## config.mk

```make
export PLATFORM = sky130hd
export DESIGN_NAME = ntt_btf_sched_flat
export DESIGN_NICKNAME = d
export VERILOG_FILES = /design/src/rtl/ntt_btf_sched_if.sv /design/src/rtl/ntt_btf_sched.sv /design/src/flat_wrapper.sv
export SDC_FILE = /design/constraint.sdc
export NUM_CORES = 1
export LEC_CHECK = 0
export CAP_MARGIN = 20
export CORE_MARGIN = 8
export CORE_UTILIZATION = 45
export DETAILED_ROUTE_END_ITERATION = 12
export DONT_BUFFER_PORTS = 1
export SKIP_CTS_REPAIR_TIMING = 1
export SLEW_MARGIN = 15
export SYNTH_ARGS = -nofsm -noshare
export SYNTH_HDL_FRONTEND = slang
export SYNTH_SLANG_ARGS = --single-unit
```

## constraint.sdc

```tcl
create_clock -name clk -period 4.58 [get_ports clk]
set_input_delay 0.458 -clock clk [delete_from_list [all_inputs] [get_ports clk]]
set_output_delay 0.458 -clock clk [all_outputs]
set_load 0.02 [all_outputs]
```

## src/rtl/ntt_btf_sched_if.sv

```systemverilog
// ntt_btf_sched_if: sequencer-side bundle toward coefficient RAM, twiddle ROM and butterfly
interface ntt_btf_sched_if #(
   parameter int LOGN = 8
);
   logic            start;
   logic            inv;
   logic            busy;
   logic            done;
   logic            rd_en;
   logic [LOGN-1:0] rd_addr_a;
   logic [LOGN-1:0] rd_addr_b;
   logic [LOGN:0]   tw_addr;
   logic [1:0]      btf_op;
   logic            btf_sel_dit;
   logic            btf_en_div2;
   logic            wr_en;
   logic [LOGN-1:0] wr_addr_a;
   logic [LOGN-1:0] wr_addr_b;
   logic            btf_fault;
   logic            fault_sticky;
   logic [7:0]      fault_cnt;
   modport master (
      input  start, inv, btf_fault,
      output busy, done, rd_en, rd_addr_a, rd_addr_b, tw_addr, btf_op, btf_sel_dit,
             btf_en_div2, wr_en, wr_addr_a, wr_addr_b, fault_sticky, fault_cnt
   );
   modport slave (
      output start, inv, btf_fault,
      input  busy, done, rd_en, rd_addr_a, rd_addr_b, tw_addr, btf_op, btf_sel_dit,
             btf_en_div2, wr_en, wr_addr_a, wr_addr_b, fault_sticky, fault_cnt
   );
endinterface

```

## src/rtl/ntt_btf_sched.sv

```systemverilog
// ntt_btf_sched: in-place radix-2 NTT/INTT butterfly sequencer with delayed write-back and fault accounting
module ntt_btf_sched #(
   parameter int LOGN    = 8,
   parameter int MEM_LAT = 1,
   parameter int BTF_LAT = 4,
   parameter int FLT_LAT = 1
) (
   input logic             clk,
   input logic             rst,
   ntt_btf_sched_if.master bus
);
   localparam int PIPE = MEM_LAT + BTF_LAT;
   localparam int FQ   = MEM_LAT + FLT_LAT;
   localparam int SW   = $clog2(LOGN);
   localparam int DW   = $clog2(PIPE + 1);
   localparam logic [SW-1:0]   S_LAST = SW'(LOGN - 1);
   localparam logic [LOGN-2:0] K_LAST = '1;
   localparam logic [DW-1:0]   D_LAST = DW'(PIPE - 1);
   localparam logic [LOGN-1:0] ONE    = LOGN'(1);

   typedef enum logic [1:0] {IDLE, ISSUE, DRAIN, FIN} state_t;
   state_t          state;
   logic [SW-1:0]   s, ns, lg;
   logic [LOGN-2:0] k, nk;
   logic [DW-1:0]   d;
   logic            inv_q, ni, issue_nxt;
   logic [LOGN-1:0] j, g, a_n, b_n, idx_n;
   logic [PIPE-1:0] vsr;
   logic [FQ-1:0]   fsr;
   logic [LOGN-1:0] asr [PIPE];
   logic [LOGN-1:0] bsr [PIPE];

   // Addresses of the pair issued next cycle; lg is log2 of the butterfly span
   always_comb begin
      ns = (state == DRAIN) ? s + 1'b1 : (state == IDLE) ? '0 : s;
      nk = (state == ISSUE) ? k + 1'b1 : '0;
      ni = (state == IDLE) ? bus.inv : inv_q;
      lg = ni ? ns : S_LAST - ns;
      j = {1'b0, nk} & ((ONE << lg) - ONE);
      g = {1'b0, nk} >> lg;
      a_n = ((g << lg) << 1) | j;
      b_n = a_n | (ONE << lg);
      idx_n = (ONE << (S_LAST - lg)) + g;
      issue_nxt = (state == IDLE && bus.start) || (state == ISSUE && k != K_LAST) ||
                  (state == DRAIN && d == D_LAST && s != S_LAST);
   end

   always_ff @(posedge clk) begin
      if (rst) begin
         state <= IDLE;
         s <= '0;
         k <= '0;
         d <= '0;
         inv_q <= 1'b0;
         bus.busy <= 1'b0;
         bus.done <= 1'b0;
         bus.rd_en <= 1'b0;
         bus.rd_addr_a <= '0;
         bus.rd_addr_b <= '0;
         bus.tw_addr <= '0;
         bus.fault_sticky <= 1'b0;
         bus.fault_cnt <= '0;
         vsr <= '0;
         fsr <= '0;
         for (int i = 0; i < PIPE; i++) begin
            asr[i] <= '0;
            bsr[i] <= '0;
         end
      end else begin
         bus.rd_en <= issue_nxt;
         if (issue_nxt) begin
            bus.rd_addr_a <= a_n;
            bus.rd_addr_b <= b_n;
            bus.tw_addr <= {ni, idx_n};
         end
         bus.done <= 1'b0;
         case (state)
            IDLE: if (bus.start) begin
               state <= ISSUE;
               inv_q <= bus.inv;
               s <= '0;
               k <= '0;
               bus.busy <= 1'b1;
            end
            ISSUE: begin
               k <= k + 1'b1;
               if (k == K_LAST) begin
                  state <= DRAIN;
                  d <= '0;
               end
            end
            DRAIN: begin
               d <= d + 1'b1;
               if (d == D_LAST) begin
                  state <= (s == S_LAST) ? FIN : ISSUE;
                  s <= (s == S_LAST) ? s : ns;
                  bus.busy <= (s != S_LAST);
                  bus.done <= (s == S_LAST);
               end
            end
            FIN: state <= IDLE;
         endcase
         // Valid taps: write strobe after PIPE, fault qualification after MEM_LAT+FLT_LAT
         vsr <= (vsr << 1) | PIPE'(bus.rd_en);
         fsr <= (fsr << 1) | FQ'(bus.rd_en);
         asr[0] <= bus.rd_addr_a;
         bsr[0] <= bus.rd_addr_b;
         for (int i = 1; i < PIPE; i++) begin
            asr[i] <= asr[i-1];
            bsr[i] <= bsr[i-1];
         end
         if (state == IDLE && bus.start) begin
            bus.fault_sticky <= 1'b0;
            bus.fault_cnt <= '0;
         end else if (fsr[FQ-1] && bus.btf_fault) begin
            bus.fault_sticky <= 1'b1;
            bus.fault_cnt <= (bus.fault_cnt == 8'hff) ? bus.fault_cnt : bus.fault_cnt + 1'b1;
         end
      end
   end

   assign bus.btf_op = 2'd0;
   assign bus.btf_sel_dit = bus.busy & ~inv_q;
   assign bus.btf_en_div2 = bus.busy & inv_q;
   assign bus.wr_en = vsr[PIPE-1];
   assign bus.wr_addr_a = asr[PIPE-1];
   assign bus.wr_addr_b = bsr[PIPE-1];
endmodule

```

## src/flat_wrapper.sv

```systemverilog
// flat-port wrapper written by rule: the top's interface ports become plain ports
module ntt_btf_sched_flat 
#(
   parameter int LOGN    = 8,
   parameter int MEM_LAT = 1,
   parameter int BTF_LAT = 4,
   parameter int FLT_LAT = 1
)
  (clk, rst, bus_start, bus_inv, bus_btf_fault, bus_busy, bus_done, bus_rd_en, bus_rd_addr_a, bus_rd_addr_b, bus_tw_addr, bus_btf_op, bus_btf_sel_dit, bus_btf_en_div2, bus_wr_en, bus_wr_addr_a, bus_wr_addr_b, bus_fault_sticky, bus_fault_cnt);
  ntt_btf_sched_if #(.LOGN(LOGN)) bus_i ();
  input logic clk;
  input logic rst;
  input wire logic [$bits(bus_i.start)-1:0] bus_start;
  input wire logic [$bits(bus_i.inv)-1:0] bus_inv;
  input wire logic [$bits(bus_i.btf_fault)-1:0] bus_btf_fault;
  output wire logic [$bits(bus_i.busy)-1:0] bus_busy;
  output wire logic [$bits(bus_i.done)-1:0] bus_done;
  output wire logic [$bits(bus_i.rd_en)-1:0] bus_rd_en;
  output wire logic [$bits(bus_i.rd_addr_a)-1:0] bus_rd_addr_a;
  output wire logic [$bits(bus_i.rd_addr_b)-1:0] bus_rd_addr_b;
  output wire logic [$bits(bus_i.tw_addr)-1:0] bus_tw_addr;
  output wire logic [$bits(bus_i.btf_op)-1:0] bus_btf_op;
  output wire logic [$bits(bus_i.btf_sel_dit)-1:0] bus_btf_sel_dit;
  output wire logic [$bits(bus_i.btf_en_div2)-1:0] bus_btf_en_div2;
  output wire logic [$bits(bus_i.wr_en)-1:0] bus_wr_en;
  output wire logic [$bits(bus_i.wr_addr_a)-1:0] bus_wr_addr_a;
  output wire logic [$bits(bus_i.wr_addr_b)-1:0] bus_wr_addr_b;
  output wire logic [$bits(bus_i.fault_sticky)-1:0] bus_fault_sticky;
  output wire logic [$bits(bus_i.fault_cnt)-1:0] bus_fault_cnt;
  assign bus_i.start = bus_start;
  assign bus_i.inv = bus_inv;
  assign bus_i.btf_fault = bus_btf_fault;
  assign bus_busy = bus_i.busy;
  assign bus_done = bus_i.done;
  assign bus_rd_en = bus_i.rd_en;
  assign bus_rd_addr_a = bus_i.rd_addr_a;
  assign bus_rd_addr_b = bus_i.rd_addr_b;
  assign bus_tw_addr = bus_i.tw_addr;
  assign bus_btf_op = bus_i.btf_op;
  assign bus_btf_sel_dit = bus_i.btf_sel_dit;
  assign bus_btf_en_div2 = bus_i.btf_en_div2;
  assign bus_wr_en = bus_i.wr_en;
  assign bus_wr_addr_a = bus_i.wr_addr_a;
  assign bus_wr_addr_b = bus_i.wr_addr_b;
  assign bus_fault_sticky = bus_i.fault_sticky;
  assign bus_fault_cnt = bus_i.fault_cnt;
  ntt_btf_sched #(.LOGN(LOGN), .MEM_LAT(MEM_LAT), .BTF_LAT(BTF_LAT), .FLT_LAT(FLT_LAT)) u_core (.clk(clk), .rst(rst), .bus(bus_i));
endmodule
```

==> key figures, run 1 <==
Pwr
  • Leakage dissipation: approximately 2.4 nW
  • Combinational power share: 0.063
  • Internal power consumption: 0.00207 W
  • Switching power summed over all nets: 0.000722 W
  • Sw Share: 0.258
  • Power density over the cells: 449 nW/um^2
  • Share of total power in sequential cells: 0.462
  • Part of the total power dissipated in the clock network: 0.475
  • Worst voltage drop across the vdd grid: 0.205 mV

Timing
  • Final critical path time including I/O delays and setup: ~4 ns
  • Number of hold violations in the final report: 0
  • Least setup slack across all paths after layout: between 0.4 and 0.5 ns
  • Transition at the pin with the smallest max-transition slack: 0.861 ns
  • Max-slew violation count: 0
  • Maximum clock frequency: 0.245 GHz
  • Slew Limit Headroom: 0.424
  • RSZ-0062 raised after global routing: false
  • Total negative slack: 0 ns
  • Final worst path period share: 0.892
  • Worst setup skew after layout: approximately 0.0097 ns
  • Min Hold Slack: 0.115 ns
  • Setup violators final: 0

CTS
  • Clock tree from TritonCTS: yes
  • Insertion delay of the later-clocked pin in the worst-skew pair: between 0.4 and 0.5 ns
  • Max clock buf depth: 2
  • Count of clock tree sinks: around 140
  • Clock H-tree levels: 4
  • Total CTS buffers: 17
  • CTS Root Cell: sky130_fd_sc_hd__clkbuf_16
  • Clock-pin slew on the worst setup and hold paths: 0.06 ns

Floorplanning
  • Y dimension of the die: 129 microns
  • Overall die width: 129 microns
  • Initial Utilization: 0.459
  • Std-Cell Rows: just over 40
  • Core Box Area: ~13000 sq um
  • Area of the die: around 17000 sq um
  • Number of placed I/O pins: 63

Global route
  • Vias in the first global route: 3809
  • Global-route wire length before repair: between 15000 and 20000 microns
  • Aggregate global-route resource usage: 0.152
  • Number of antenna violations at the first check in global routing: 0
  • Gr ovfl total: 0
  • Largest net degree at the start of global routing: 120

Yosys
  • Most instantiated flip-flop cell in the synthesis netlist: sky130_fd_sc_hd__dfxtp_1
  • Number of warning messages in the yosys log: 0
  • Fraction of synthesized cell area taken by the top area cell type: 0.481
  • Sequential element share of the synthesized area: 0.481
  • Cell with the most instances after synthesis: sky130_fd_sc_hd__dfxtp_1
  • Count of different cell masters after synthesis: 76
  • Synth area leaders: sky130_fd_sc_hd__dfxtp_1 (48%), sky130_fd_sc_hd__nor2b_1 (9.4%), sky130_fd_sc_hd__nor2_1 (3.8%)
  • Mapped Cells: 614
  • Flop and latch count out of synthesis: 138
  • Number of flops mapped to enable cells by yosys: 0
  • Leading post-synthesis cells by instance count: sky130_fd_sc_hd__dfxtp_1 (138), sky130_fd_sc_hd__nor2b_1 (86), sky130_fd_sc_hd__nor2_1 (58)
  • Fraction of registers with async set/reset: 0
  • Syn Std Cell Area: between 5000 and 6000 sq um
  • Top cell type by total area after synthesis: sky130_fd_sc_hd__dfxtp_1
  • Average footprint of a synthesized cell: 9.35 sq um

Routing
  • Pre-Repair DR Iteration Count: 5
  • DR vias: 4055
  • Number of vias per cell after detailed routing: 5.25
  • Wire length per cell: about 16 microns
  • Overall routed net length: 12300 microns
  • DRT antenna net count: 0
  • First-iteration detailed-routing DRC count: 234
  • Drt drc: 0

Placed design
  • Dpl cells: 740
  • Placer Congestion: 0.932
  • Post-DP HPWL: 8450 microns
  • Post-Place Setup Slack: 0.542 ns
  • Port-buffer cells: 0

Final layout
  • Fraction of layout cells with a size suffix above 1: 0.102
  • Final net count: 605
  • Area of all sequential standard cells: 2760 sq um
  • Final core utilization: 0.498
  • Signed area change from the synthesized netlist to the final layout: 8.57%
  • Post-route insts no fill: 772
  • Fill cell count: ~1200
  • Ant diodes: 0
  • Footprint of the multi-input gates: roughly 2600 sq um

Critical path
  • Maximum fanout along the worst path: 11
  • Type of the setup path with the least slack: register to register
  • CP Data Required Time: 4.92 ns
  • CP arrival: ~4.4 ns
  • Type of destination of the critical path: register
  • Category of the worst setup path launch point: register

Outcome
  • Outcome: complete, no violations

Min path
  • Worst hold path type: input port to register

Run
  • Max-capacitance violation count: 0
[final timing paths]
check / cells after the start / slack (ns) / startpoint / to
setup reg to reg: 15 / 0.49 / u_core.s[0]$_SDFFE_PP0P_ / u_core.bus.tw_addr[7]$_SDFFE_PP0P_
hold / removal: 1 / 0.12 / rst / u_core.asr[0][10]$_SDFF_PP0_
hold reg to reg: 1 / 0.43 / u_core.bsr[0][8]$_SDFF_PP0_ / u_core.bsr[0][16]$_SDFF_PP0_
setup / recovery: 15 / 0.49 / u_core.s[0]$_SDFFE_PP0P_ / u_core.bus.tw_addr[7]$_SDFFE_PP0P_
[worst max-delay path, stage by stage (launching register included)]
cell and delay, ns:
sky130_fd_sc_hd__dfxtp_1 0.61, sky130_fd_sc_hd__ha_1 0.24, sky130_fd_sc_hd__ha_1 0.25, sky130_fd_sc_hd__xnor2_1 0.14, sky130_fd_sc_hd__a21oi_1 0.25, sky130_fd_sc_hd__or2_1 0.39, sky130_fd_sc_hd__a211oi_1 0.08, sky130_fd_sc_hd__o22ai_1 0.34
sky130_fd_sc_hd__a21o_1 0.13, sky130_fd_sc_hd__ha_1 0.15, sky130_fd_sc_hd__a21o_1 0.12, sky130_fd_sc_hd__a21oi_1 0.09, sky130_fd_sc_hd__a211o_2 0.31, sky130_fd_sc_hd__a32o_1 0.23, sky130_fd_sc_hd__or4_1 0.50, sky130_fd_sc_hd__a31oi_1 0.17
[through the flow]
stage	total power (W)	cell area (sq um)
finish	0.00280	6230
global route	0.00291	6230
CTS	0.00283	6230
detailed placement	0.00149	5650
global placement	0.00150	5650
floorplan	0.00146	5740
[final cells by class]
cell class | count | area share
sequential | 138 | 0.443
multi-input combinational | 407 | 0.410
clock buffer | 17 | 0.0683
inverter | 16 | 0.00964
tap | 172 | 0.0345
timing repair buffer | 7 | 0.00843
clock inverter | 15 | 0.0255
[routing by layer]
| layer | GRT usage | part of all wire | vias to the layer above |
|---|---|---|---|
| li1 | - | - | 2011 |
| met1 | 0.178 | 0.43 | 1893 |
| met2 | 0.250 | 0.48 | 117 |
| met3 | 0.0418 | 0.061 | 34 |
| met4 | 0.0802 | 0.028 | 0 |
| met5 | 0 | 0 | - |
[cell usage in the layout (no fill, tap or decap), types with 7 or more instances in the layout]
cell type,netlist,routed
sky130_fd_sc_hd__a21oi_1,38,38
sky130_fd_sc_hd__xor2_1,7,7
sky130_fd_sc_hd__clkbuf_16,0,17
sky130_fd_sc_hd__buf_4,21,7
sky130_fd_sc_hd__nand2_1,41,41
sky130_fd_sc_hd__nand3_1,15,15
sky130_fd_sc_hd__inv_1,16,16
sky130_fd_sc_hd__nor3_1,12,12
sky130_fd_sc_hd__a211oi_1,9,9
sky130_fd_sc_hd__o21ai_0,16,15
sky130_fd_sc_hd__nor2b_1,86,86
sky130_fd_sc_hd__xnor2_1,12,12
sky130_fd_sc_hd__dfxtp_1,138,138
sky130_fd_sc_hd__ha_1,12,12
sky130_fd_sc_hd__nor2_1,58,58
[power groups by stage]
| stage | sequential [W] | combinational [W] | clock (W) |
|---|---|---|---|
| global placement | 0.00132 | 0.000177 | 0 |
| global route | 0.00130 | 0.000195 | 0.00142 |
| floorplan | 0.00130 | 0.000160 | 0 |
| detailed placement | 0.00132 | 0.000175 | 0 |
| finish | 0.00129 | 0.000176 | 0.00133 |
| CTS | 0.00129 | 0.000176 | 0.00136 |
[sequential cells by signal, summed over array words and instances (netlist names)]
signal	flops
u_core.asr	40
u_core.bsr	40
u_core.bus.tw_addr	9
u_core.bus.fault_cnt	8
u_core.bus.rd_addr_a	8
u_core.bus.rd_addr_b	8
u_core.k	7
u_core.vsr	4
u_core.d	3
u_core.s	3
u_core.state	2
u_core.bus.busy	1
u_core.bus.done	1
u_core.bus.fault_sticky	1
u_core.bus.rd_en	1
u_core.fsr	1
u_core.inv_q	1
[cell families (layout without fill, tap and decap cells)]
family	count (synthesis)	in the layout	share of synthesized area
fa+ha+maj	14	14	0.0314
other cells	1	2	0.000653
buf+inv	70	55	0.0739
flops	138	138	0.481
mux	5	5	0.00894
simple gates	245	245	0.225
compound gates	120	120	0.143
xor+xnor	21	21	0.0366
(Power assumes the default switching activity.)
==> run 2: changes to the inputs <==
--- a/config.mk
+++ b/config.mk
@@ -11,7 +11,7 @@
 export DETAILED_ROUTE_END_ITERATION = 12
 export DONT_BUFFER_PORTS = 1
 export SKIP_CTS_REPAIR_TIMING = 1
-export SLEW_MARGIN = 15
+export SLEW_MARGIN = 20
 export SYNTH_ARGS = -nofsm -noshare
 export SYNTH_HDL_FRONTEND = slang
 export SYNTH_SLANG_ARGS = --single-unit
==> constraint.sdc (replaced) <==
create_clock -name clk -period 4.21 [get_ports clk]
set_input_delay 0.421 -clock clk [delete_from_list [all_inputs] [get_ports clk]]
set_output_delay 0.421 -clock clk [all_outputs]
set_load 0.02 [all_outputs]
==> run 2 against run 1 <==
Against the previous run: design area up 0.48%; cell count increased by 0.91%; critical path depth shrank 2; clock power up 5%; sequential cell count stayed put; register-to-register slack got worse by 0.13 ns; clock-buffer cell count rose by 2; wire length is 1.1% higher; critical path type unchanged; setup slack got worse by 0.13 ns; non-clock buffer count rose by 7; combinational power is 11% higher.
==> key figures, run 2 (same netlist as run 1, synthesis figures left out) <==
Pwr
  • Worst voltage drop across the vdd grid: 0.223 mV
  • Leakage dissipation: around 2.4 nW
  • Power density over the cells: 477 nW/um^2

Placed design
  • Dpl cells: 747
  • Placer Congestion: 0.887
  • Port-buffer cells: 0
  • Post-DP HPWL: 8760 microns

CTS
  • Max clock buf depth: 2
  • Clock H-tree levels: 4
  • Clock-pin slew on the worst setup and hold paths: 0.06 ns
  • CTS Root Cell: sky130_fd_sc_hd__clkbuf_16
  • Count of clock tree sinks: 138
  • Clock tree from TritonCTS: yes
  • Insertion delay of the later-clocked pin in the worst-skew pair: approximately 0.42 ns
  • Total CTS buffers: 17

Floorplanning
  • Y dimension of the die: 129 microns
  • Initial Utilization: 0.459
  • Std-Cell Rows: 41
  • Area of the die: 16600 sq um
  • Overall die width: 129 microns
  • Core Box Area: ~13000 sq um
  • Number of placed I/O pins: 63

Timing
  • Number of hold violations in the final report: 0
  • Final critical path time including I/O delays and setup: 3.85 ns
  • Setup violators final: 0
  • RSZ-0062 raised after global routing: false
  • Total negative slack: 0 ns
  • Maximum clock frequency: 0.260 GHz
  • Max-slew violation count: 0
  • Transition at the pin with the smallest max-transition slack: 0.911 ns
  • Worst setup skew after layout: ~0.0090 ns
  • Slew Limit Headroom: 0.391
  • Final worst path period share: 0.914

Final layout
  • Fill cell count: 1207
  • Leading cell type in the layout, fill and taps excluded: sky130_fd_sc_hd__dfxtp_1
  • Ant diodes: 0
  • Final net count: 612
  • Area of all sequential standard cells: 2760 sq um
  • Biggest regs: u_core.asr: 40 flops, u_core.bsr: 40 flops, u_core.bus.tw_addr: 9 flops
  • Fraction of layout cells with a size suffix above 1: 0.110
  • Footprint of the multi-input gates: roughly 2600 sq um
  • Post-route insts no fill: 779
  • Commonest non-fill, non-tap cells in the layout: sky130_fd_sc_hd__dfxtp_1 (138), sky130_fd_sc_hd__nor2b_1 (86), sky130_fd_sc_hd__nor2_1 (58)
  • Signed area change from the synthesized netlist to the final layout: 9.09%

Global route
  • Number of antenna violations at the first check in global routing: 0
  • Vias in the first global route: 3860
  • Global-route wire length before repair: 20100 microns
  • Gr ovfl total: 0
  • Largest net degree at the start of global routing: 120
  • Aggregate global-route resource usage: 0.158

Routing
  • Drt drc: 0
  • Number of vias per cell after detailed routing: ~5.2
  • DR vias: 4019
  • First-iteration detailed-routing DRC count: 261
  • Overall routed net length: roughly 12000 microns
  • DRT antenna net count: 0
  • Wire length per cell: ~16 microns
  • Pre-Repair DR Iteration Count: 4

Min path
  • Number of instances on the worst hold path: 1
  • Min-Delay Startpoint: rst
  • Endpoint of the worst hold path: u_core.asr[0][10]$_SDFF_PP0_
  • Worst hold path type: input port to register

Critical path
  • Category of the worst setup path launch point: register
  • Type of destination of the critical path: register
  • Type of the setup path with the least slack: register to register
  • R2R Path Start: u_core.k[0]$_SDFFE_PP0P_
  • Worst R2R Path Depth: 13
  • Maximum fanout along the worst path: 7
  • Flop2flop setup slack: 0.36 ns
  • Reg-to-Reg End: u_core.bus.tw_addr[7]$_SDFFE_PP0P_
  • CP arrival: 4.19 ns
  • CP Data Required Time: approximately 4.6 ns

Run
  • Max-capacitance violation count: 0

Outcome
  • Outcome: complete, no violations
run 2: layout make-up:
cell class	count	area share
clock inverters	13	0.0190
multi-input cells	407	0.408
inverters	16	0.00959
flip-flops and latches	138	0.441
clock buffers	19	0.0707
well taps	172	0.0344
repair buffers	14	0.0168
run 2: worst max-delay path by stage:
stage / startpoint / to / slack [ns]
after floorplan: u_core.s[1]$_SDFFE_PP0P_ / u_core.bus.tw_addr[7]$_SDFFE_PP0P_ / 0.67
after global placement: u_core.k[0]$_SDFFE_PP0P_ / u_core.bus.tw_addr[7]$_SDFFE_PP0P_ / 0.51
after detailed placement: u_core.k[0]$_SDFFE_PP0P_ / u_core.bus.tw_addr[7]$_SDFFE_PP0P_ / 0.43
after CTS: u_core.k[0]$_SDFFE_PP0P_ / u_core.bus.tw_addr[7]$_SDFFE_PP0P_ / 0.40
after global routing: u_core.k[0]$_SDFFE_PP0P_ / u_core.bus.tw_addr[7]$_SDFFE_PP0P_ / 0.10
final: u_core.k[0]$_SDFFE_PP0P_ / u_core.bus.tw_addr[7]$_SDFFE_PP0P_ / 0.36
run 2: metrics by stage:
stage	total power [W]	hold WS [ns]	util	worst slack (ns)	cell area (sq um)
floorplan	0.00159	0.414	-	0.673	5740
global placement	0.00163	0.416	0.455	0.505	5700
detailed placement	0.00163	0.421	0.455	0.426	5700
CTS	0.00303	0.0515	0.500	0.402	6260
global route	0.00312	0.0469	0.500	0.101	6260
finish	0.00299	0.0793	0.500	0.361	6260
run 2: per-layer routing:
metal,vias up,track usage,share of wire
met5,-,0,0
met4,0,0.0760,0.021
met3,16,0.0538,0.054
met2,82,0.265,0.49
met1,1890,0.176,0.43
li1,2031,-,-
run 2: where the power goes:
part           total (W)  internal (W)  switching [W]
sequential       0.00140       0.00135      0.0000558
combinational   0.000195     0.0000759       0.000119
clock            0.00139      0.000831       0.000555
run 2: critical path, stage by stage (launching register included):
cell and delay, ns:
sky130_fd_sc_hd__dfxtp_1 0.43, sky130_fd_sc_hd__ha_1 0.34, sky130_fd_sc_hd__nand2_1 0.14, sky130_fd_sc_hd__or3_4 0.37, sky130_fd_sc_hd__a211oi_4 0.34, sky130_fd_sc_hd__o21ai_0 0.18
sky130_fd_sc_hd__a22oi_1 0.37, sky130_fd_sc_hd__ha_1 0.22, sky130_fd_sc_hd__a21o_1 0.08, sky130_fd_sc_hd__a21oi_1 0.08, sky130_fd_sc_hd__a211o_2 0.31, sky130_fd_sc_hd__a32o_1 0.23
sky130_fd_sc_hd__or4_1 0.50, sky130_fd_sc_hd__a31oi_1 0.17
==> RTL change (config.mk and constraints of run 1) <==
`MEM_LAT` is set to 1 in 2 places; all go to 2.
--- a/src/rtl/ntt_btf_sched.sv
+++ b/src/rtl/ntt_btf_sched.sv
@@ -1,7 +1,7 @@
 // ntt_btf_sched: in-place radix-2 NTT/INTT butterfly sequencer with delayed write-back and fault accounting
 module ntt_btf_sched #(
    parameter int LOGN    = 8,
-   parameter int MEM_LAT = 1,
+   parameter int MEM_LAT = 2,
    parameter int BTF_LAT = 4,
    parameter int FLT_LAT = 1
 ) (
--- a/src/flat_wrapper.sv
+++ b/src/flat_wrapper.sv
@@ -2,7 +2,7 @@
 module ntt_btf_sched_flat 
 #(
    parameter int LOGN    = 8,
-   parameter int MEM_LAT = 1,
+   parameter int MEM_LAT = 2,
    parameter int BTF_LAT = 4,
    parameter int FLT_LAT = 1
 )
Function: changed (Yosys sat finds a counterexample within 10 cycles, from zero or initial values and one cycle with rst high).
==> RTL change against run 1 <==
  * Routed wire length down 2.1%
  * Sequential cell count up 17
  * Clock skew increased by 0.0058 ns
  * Design area is 3.7% higher
  * Setup slack improved by 0.16 ns
  * Total power rose by 7.7%
  * Area after synthesis is 1.8% higher
  * Combinational power grew 3%
  * Highest routed layer unchanged
==> RTL change: results (changes against run 1) <==
| Metric | Value |
|---|---|
| WL per Instance | `15.62 um (-2.1%)` |
| Hold Startpoint | `rst` |
| TritonCTS Buffers | `17 (unchanged)` |
| Ys async rst share | `0 (unchanged)` |
| Largest cells by area after synthesis | `dfxtp_1, nor2b_1, nor2_1` |
| DRT iter0 DRCs | `273 (+17%)` |
| Number of global-route vias before repair | `3,681 (-3.4%)` |
| Dpl ws | `0.8167 ns (+0.2748 ns)` |
| Worst path top cell family by delay | `compound AO/OA/AOI/OAI gates` |
| First-pass GRT wire length | `19,150 um (-2.6%)` |
| Leak | `2.406 nW (+0.86%)` |
| Largest net degree at the start of global routing | `143 (+19%)` |
| VDD IR-drop max | `0.0002065 V (+0.96%)` |
| Most frequent cells after synthesis | `dfxtp_1, nor2b_1, nor2_1` |
| Status | `completed` |
| Max Buffers Root-to-Sink | `2 (unchanged)` |
| Via count | `4,010 (-1.1%)` |
| Port bufs | `0 (unchanged)` |
| P_int | `2.281 mW (+9.9%)` |
| R2r startpoint | `u_core.state[1]$_SDFFE_PP0P_` |
| Fraction of layout cells with a size suffix above 1 | `0.08667 (-0.01500)` |
| Synth cell types | `65 (-14%)` |
| Sequential area share after synthesis | `0.5312 (+0.04991)` |
| Worst-Skew Late Latency | `0.42 ns` |
| Worst-path fanout max | `26 (+15)` |
| Biggest regs | `u_core.asr (48), u_core.bsr (48), u_core.bus.tw_addr (9)` |
| GP Congestion | `0.9081 (-2.6%)` |
| CP startpoint kind | `flop` |
| Hpwl dp | `8167 um (-3.3%)` |
| Slowest stage delay, CP | `0.90 ns (+0.29 ns)` |
| Worst slew margin | `0.3691 (-0.05458)` |
| DR vias/cell | `5.194 (-1.1%)` |
| Fillcell total | `1,165 (-4.5%)` |
| Syn Inst Count | `605 (-1.5%)` |
| Worst Skew | `0.01546 ns (+0.005759 ns)` |
| Nets | `603 (-0.33%)` |
| Worst Path Arrival | `4.26 ns (-0.16 ns)` |
| Gr usage total | `0.1487 (-0.003543)` |
| Clk slew on worst S/H paths | `0.06 ns (about the same)` |
[RTL change: cell types whose count changed after synthesis, moves of 4 or more]
cell      before  now
nor2b_1       86  104
dfxtp_1      138  155
inv_1         16    3
buf_4         21   13
nand2_1       41   49
clkbuf_8       5    0
a21o_1         5    1
a21oi_1       38   34
nor2_1        58   62
xnor2_1       12    8
[RTL change: final cells by class]
type / instances / area share
Clock buffer: 18 / 0.06796
Clock inverter: 14 / 0.02459
Inverter: 4 / 0.002323
Multi-Input combinational cell: 405 / 0.3870
Sequential cell: 155 / 0.4802
Tap cell: 172 / 0.03330
Timing Repair Buffer: 4 / 0.004647
[RTL change: logic make-up (layout without fill, tap and decap cells)]
logic type / count (synthesis) / in the layout / share of synthesized area
flip-flops: 155 / 155 / 0.5312
XOR/XNOR: 18 / 18 / 0.02699
AO/OA/AOI/OAI: 104 / 104 / 0.1313
buffers and inverters: 46 / 40 / 0.04133
AND/OR/NAND/NOR: 267 / 267 / 0.2382
multiplexers: 3 / 3 / 0.005568
adder cells (fa/ha/maj): 11 / 11 / 0.02484
other: 1 / 2 / 0.0006419
[RTL change: worst register-to-register path, stage by stage, from the launching register on]
cell	delay, ns
dfxtp_1	0.90
nor2_1	0.23
a32o_1	0.30
a221oi_2	0.71
nand2_1	0.17
nor2_1	0.29
ha_1	0.26
a21oi_1	0.13
nand3b_1	0.17
o41ai_1	0.42
nand3_1	0.14
o211ai_1	0.12
[RTL change: path summary, 6_finish.rpt]
check / to / slack [ns] / cells after the start
worst min-delay path: u_core.bsr[0][4]$_SDFF_PP0_ / 0.13 / 1
worst max register to register: u_core.bus.tw_addr[7]$_SDFFE_PP0P_ / 0.65 / 11
worst max-delay path: u_core.bus.tw_addr[7]$_SDFFE_PP0P_ / 0.65 / 11
worst min register to register: u_core.asr[0][14]$_SDFF_PP0_ / 0.43 / 1
[RTL change: metrics by stage]
| stage | util | instance area [sq um] |
|---|---|---|
| after global placement | 0.4628 | 5864 |
| after detailed placement | 0.4628 | 5864 |
| after floorplan | - | 5846 |
| final | 0.5100 | 6462 |
| after CTS | 0.5100 | 6462 |
| after global routing | 0.5100 | 6462 |
[RTL change: power groups by stage]
| stage | clock, mW | combinational (mW) | sequential (mW) |
|---|---|---|---|
| floorplan | 0 | 0.165 | 1.46 |
| global placement | 0 | 0.182 | 1.47 |
| detailed placement | 0 | 0.180 | 1.47 |
| CTS | 1.43 | 0.182 | 1.44 |
| global route | 1.49 | 0.200 | 1.45 |
| finish | 1.39 | 0.181 | 1.44 |
[RTL change: layer usage]
layer,GRT usage,share of wire,vias up
li1,-,-,2018
met1,0.1656,0.43,1869
met2,0.2505,0.50,104
met3,0.04896,0.050,19
met4,0.07514,0.022,0
met5,0,0,-
